===== config.mk =====
export PLATFORM = sky130hd
export DESIGN_NAME = v_quad_decoder
export DESIGN_NICKNAME = d
export VERILOG_FILES = /design/src/rtl/v_quad_decoder.sv
export SDC_FILE = /design/constraint.sdc
export NUM_CORES = 1
export LEC_CHECK = 0
export CORE_AREA = 2 2 39 41
export DETAILED_ROUTE_END_ITERATION = 7
export DIE_AREA = 0 0 41 43
export HOLD_SLACK_MARGIN = 0.15
export PLACE_DENSITY = 0.64
export SYNTH_ARGS = -nofsm -noshare
export SYNTH_HDL_FRONTEND = slang
export SYNTH_SLANG_ARGS = --single-unit

===== constraint.sdc =====
create_clock -name C -period 1.9 [get_ports C]
set_input_delay 0.38 -clock C [delete_from_list [all_inputs] [get_ports C]]
set_output_delay 0.38 -clock C [all_outputs]
set_load 0.02 [all_outputs]

===== src/rtl/v_quad_decoder.sv =====
// Quadrature decoder: synchronises encoder phases A/B, decodes x4 steps into a
// one-cycle count strobe with direction, keeps a wrapping position count and a sticky error flag.
module v_quad_decoder #(
    parameter int WIDTH = 4
) (
    input  logic             C,
    input  logic             CLR,
    input  logic             A,
    input  logic             B,
    output logic             CE,
    output logic             UP_DOWN,
    output logic [WIDTH-1:0] Q,
    output logic             ERR
);

    localparam logic signed [1:0] STEP_UP = 2'sd1;
    localparam logic signed [1:0] STEP_DN = -2'sd1;

    logic [1:0]       s1_q;
    logic [1:0]       s2_q;
    logic [1:0]       prev_q;
    logic [1:0]       diff;
    logic             ce_q, ce_d;
    logic             up_q, up_d;
    logic             err_q, err_d;
    logic [WIDTH-1:0] q_q, q_d;

    function automatic logic [WIDTH-1:0] wrap_add(input logic [WIDTH-1:0] v,
                                                  input logic signed [1:0] delta);
        logic signed [WIDTH-1:0] delta_ext;
        delta_ext = WIDTH'(delta);
        return v + delta_ext;
    endfunction

    // Synchroniser and previous-pair flops run freely, CLR never touches them
    always_ff @(posedge C) begin
        s1_q   <= {A, B};
        s2_q   <= s1_q;
        prev_q <= s2_q;
    end

    assign diff = s2_q ^ prev_q;

    always_comb begin
        ce_d  = 1'b0;
        up_d  = up_q;
        err_d = err_q;
        q_d   = q_q;
        if (diff == 2'b11) begin
            err_d = 1'b1;
        end else if (diff != 2'b00) begin
            // Up when the new B equals the old A (A leads B)
            ce_d = 1'b1;
            up_d = ~(prev_q[1] ^ s2_q[0]);
            q_d  = wrap_add(q_q, up_d ? STEP_UP : STEP_DN);
        end
    end

    always_ff @(posedge C) begin
        if (CLR) begin
            ce_q  <= 1'b0;
            up_q  <= 1'b1;
            err_q <= 1'b0;
            q_q   <= '0;
        end else begin
            ce_q  <= ce_d;
            up_q  <= up_d;
            err_q <= err_d;
            q_q   <= q_d;
        end
    end

    assign CE      = ce_q;
    assign UP_DOWN = up_q;
    assign ERR     = err_q;
    assign Q       = q_q;

endmodule


Word-level counts from Yosys, hierarchy flattened
Cells that the tools add are included.
{ "classes": {"addsub": 1, "n_eq_ne": 1, "muxes": 2, "bitwise": 4, "reduce_logical": 3} }
{ "op_table": {"columns": ["cell", "count"], "rows": [
  ["$add 4x4->4", 1],
  ["$eq 2x2->1 const B", 1],
  ["$mux 2", 1],
  ["$not 1->1", 2],
  ["$reduce_and 2->1", 1],
  ["$reduce_bool 2->1", 1],
  ["$reduce_or 2->1", 1],
  ["$xor 2x2->2", 1],
  ["$mux 1", 1],
  ["$xor 1x1->1", 1]
]} }
{ "word_totals": {"ff_bits": 13, "in_bits": 4, "out_inout_bits": 7, "elab_cells": 18} }

Depth between registers and ports, before layout
{ "depth": {"depth_word": 4, "ltp_mapped": 6, "ltp_nobuf": 6} }

Worst setup path after synthesis
Ideal clock, no wire load.
{ "synth_path": {"path_type": "register to register", "from": "register s2_q[0]", "to": "register q_q[3] (netlist: Q[3])", "setup_ns": 0.121, "t_arrival_ns": 1.745, "required_time_ns": 1.779, "path_slack_ns": 0.033, "path_stages_with_launch": 7, "n_path_buf": 0, "synth_period_minus_slack_ns": 1.867, "path_cell_list": "dfxtp_1 -> xor2_2 -> ha_1 -> a21oi_1 -> and3_2 -> o21a_1 -> mux2_4"} }
{ "synth_between": {"elab_chain_len": 4, "word_cells_on_any_way": 8, "cone_classes": "1 x add/sub; 1 x eq/ne; 1 x mux; 3 x bitwise; 2 x reduce/logical"} }
{ "synth_rtl": {"columns": ["element", "line_no", "text"], "rows": [
  ["from (decl)", "20", "logic [1:0] s2_q;"],
  ["from (signal assigned)", "38", "s2_q <= s1_q;"],
  ["parallel branches: the longest is 4 deep, another holds $add 4x4->4", null, null],
  ["to (signal assigned)", "69", "q_q <= q_d;"],
  ["to (decl)", "26", "logic [WIDTH-1:0] q_q, q_d;"]
]} }
Several ways; the timed one is not identified.
A chain may end at the register's enable or synchronous reset.

Final worst setup path
{ "layout_path": {"from": "register prev_q[1]", "to": "register q_q[3] (netlist: Q[3])"} }
{ "layout_between": {"elab_chain_len": 4, "word_cells_on_any_way": 8, "cone_classes": "1 x add/sub; 1 x eq/ne; 1 x mux; 3 x bitwise; 2 x reduce/logical"} }
{ "layout_rtl": {"columns": ["element", "line_no", "text"], "rows": [
  ["from (decl)", "21", "logic [1:0] prev_q;"],
  ["from (signal assigned)", "39", "prev_q <= s2_q;"],
  ["parallel branches: the longest is 4 deep, another holds $add 4x4->4", null, null]
]} }
Several ways; the timed one is not identified.

==> impl_metrics.py <==
metrics = {
    "outcome": {
        "status": "finished clean",
    },
    "worst_setup_path": {
        "reg2reg_from": "prev_q[1]",
        "worstPathArrival_ns": 1.96,
        "slowest_delay_ns": 0.35,
        "cp_max_fo": 3,
        "cp-end-kind": "flip-flop",
        "crit_type": "flip-flop to flip-flop",
        "cpMaxStageDelayCell": "dfxtp_1",
        "worstPathRequired_ns": 2.07,
        "r2r_cells": 6,
        "cp_top_family": "flip-flops",
        "crit_chain": "xor2_2, ha_1, nand3_1, and3_2, o21a_1, mux2_4",
        "cp-startpoint": "prev_q[1]",
        "r2r_slack_ns": 0.11,
        "start_kind": "flip-flop",
        "critPathBufInv": 0,
        "r2r_end": "Q[3]",
    },
    "clocking": {
        "cts_hold_buf": 0,
        "clk_pin_slew_ns": 0.08,
        "clkLatencyLatePin_ns": 0.27,
        "clk_path_buf_depth": 2,
        "cts_buffers": 3,
        "cts_tree": "built",
        "clkSinkCount": 13,
        "root_buffer": "clkbuf_4",
        "cts_max_level": 1,
    },
    "synthesis": {
        "synth_area_leader_cell": "dfxtp_1",
        "yosysUniqueCellTypes": 20,
        "synth.yosys.seq_area_share": 0.5123,
        "syn_nets": 54,
        "synth_edf_count": 0,
        "synth_top_area_frac": 0.5123,
        "synth_top_cells_by_area": "dfxtp_1 (51%), ha_1 (9.9%), nor2_1 (5.2%)",
        "syn_inst": 45,
        "synth_area_per_cell_um2": 11.29,
        "ys_warn_count": 0,
        "synthArstFlopShare": 0,
        "synthTopCellsByCount": "dfxtp_1 (13), nor2_1 (7), ha_1 (4)",
        "ys.flop_type": "dfxtp_1",
        "yosysMostFrequentCell": "dfxtp_1",
        "ys_ff_latch": 13,
        "synth_area_um2": 508.0,
    },
    "routing": {
        "vias": 346,
        "wl_per_cell_um": 9.896,
        "routed_via_density": 4.494,
        "drc": 0,
        "drt_iter0_markers": 4,
        "wl_um": 762,
        "firstDrtPassIters": 3,
        "final_antenna_net_count": 0,
    },
    "timing": {
        "period_share": 0.9437,
        "worstMarginPinSlew_ns": 0.2676,
        "drv_slew": 0,
        "setup_tns_ns": 0,
        "fin_crit_ns": 1.793,
        "slew_headroom": 0.8216,
        "finalSetupViolations": 0,
        "fmax_mhz": 557.7,
        "finalHoldViolations": 0,
        "skew_ns": 0.008480,
        "rsz0062_at_grt": "no",
    },
    "floorplanning": {
        "die_w_um": 41,
        "core_area_um2": 1384,
        "die_h_um": 43,
        "dieArea_um2": 1763,
        "rows": 14,
        "ios": 11,
        "start_util": 0.3671,
    },
    "job": {
        "drv_cap": 0,
    },
    "pwr": {
        "power.total_uw": 784.4,
        "irDropWorstVdd_mv": 0.7501,
        "power_leakage_uw": 0.0002907,
        "power_density_nw_per_um2": 1159,
    },
    "hold_path": {
        "min_to": "s2_q[0]",
        "hold_class": "flip-flop to flip-flop",
        "whs_path_depth": 0,
        "min_from": "s1_q[0]",
    },
    "cells_and_area": {
        "drive_gt1_frac": 0.1967,
        "diodes": 0,
        "area_growth_pct": 33.25,
        "final_nets": 71,
    },
    "grt": {
        "overflow": 0,
        "grt_pass1_wl_um": 1449,
        "grt_max_degree": 9,
        "track_usage": 0.1320,
        "antenna_found_initial": 0,
        "grt_pass1_vias": 362,
    },
    "placement": {
        "place_hpwl_um": 562.2,
        "place.gp.congestion": 0.6993,
        "io_buffers": 10,
    },
}
==> how the worst max path moves through the flow <==
stage	slack, ns	cells past startpoint	endpoint
global route	0.02	6	Q[3]
floorplan	0.03	6	Q[3]
finish	0.11	6	Q[3]
global placement	0.06	6	Q[3]
CTS	0.02	6	Q[3]
detailed placement	0.03	6	Q[3]
==> sequential cells by signal, indices dropped and copies added (netlist names) <==
register  flops
prev_q        2
UP_DOWN       1
ERR           1
s2_q          2
Q             4
CE            1
s1_q          2
==> power breakdown <==
group          leakage, uW  internal [uW]  switching (uW)  total [uW]
combinational     0.000167            147             126         273
sequential        0.000109            311            31.6         343
clock            0.0000150           81.2            87.9         169
==> what timing repair did <==
| action | 4_1_cts | 5_1_grt |
|---|---|---|
| endpoints found under the setup margin | 0 | 1 |
| setup buffers | 0 | 1 |
| resized for setup | 0 | 1 |
==> logic make-up (layout without fill, tap and decap cells) <==
| logic type | Yosys count | in the layout | synth area share |
|---|---|---|---|
| AO/OA/AOI/OAI | 5 | 5 | 0.06652 |
| XOR/XNOR | 5 | 5 | 0.1010 |
| adder cells (fa/ha/maj) | 5 | 5 | 0.1379 |
| buffers and inverters | 3 | 19 | 0.02217 |
| flip-flops | 13 | 13 | 0.5123 |
| multiplexers | 2 | 2 | 0.04925 |
| AND/OR/NAND/NOR | 12 | 12 | 0.1108 |
==> per-layer routing <==
layer  up-vias  global-route usage  wire [um]
li1        179                   -          -
met1       158              0.1567        352
met2         7              0.1750        367
met3         2             0.06283         31
met4         0              0.1000         11
met5         -                   0          0
==> cell type report <==
type,instances,area (um^2)
fill,140,706.9
sequential,13,260.3
multi-input combinational,29,240.2
timing repair buffer,13,122.6
clock buffer,4,26.28
tap,16,20.02
inverter,2,7.507
==> worst register-to-register path, cell delays in order (launching register included) <==
cell	delay, ns
dfxtp_1	0.35
xor2_2	0.20
ha_1	0.35
nand3_1	0.12
and3_2	0.21
o21a_1	0.18
mux2_4	0.29
==> metrics by stage <==
step | instance area (um^2) | instances | hold slack (ns) | setup WS, ns | util
6_report | 676.9 | 77 | 0.3339 | 0.1071 | 0.4892
5_1_grt | 676.9 | 77 | 0.3472 | 0.01873 | 0.4892
4_1_cts | 665.6 | 76 | 0.3371 | 0.01613 | 0.4810
3_5_place_dp | 639.4 | 72 | 0.3185 | 0.02944 | 0.4620
3_3_place_gp | 639.4 | 72 | 0.3107 | 0.05956 | 0.4620
2_1_floorplan | 508.0 | 45 | 0.3096 | 0.03344 | -
==> layout by cell type, fill, tap and decap left out, drive strengths merged, types with 2 or more instances in the layout <==
master         synthesis  routed
ha                     4       4
xor2                   3       3
buf                    0       3
dfxtp                 13      13
a21oi                  3       3
inv                    2       2
xnor2                  2       2
clkbuf                 1       4
nor2                   7       7
clkdlybuf4s50          0      10
No activity file was read; power rests on OpenSTA's default activity.
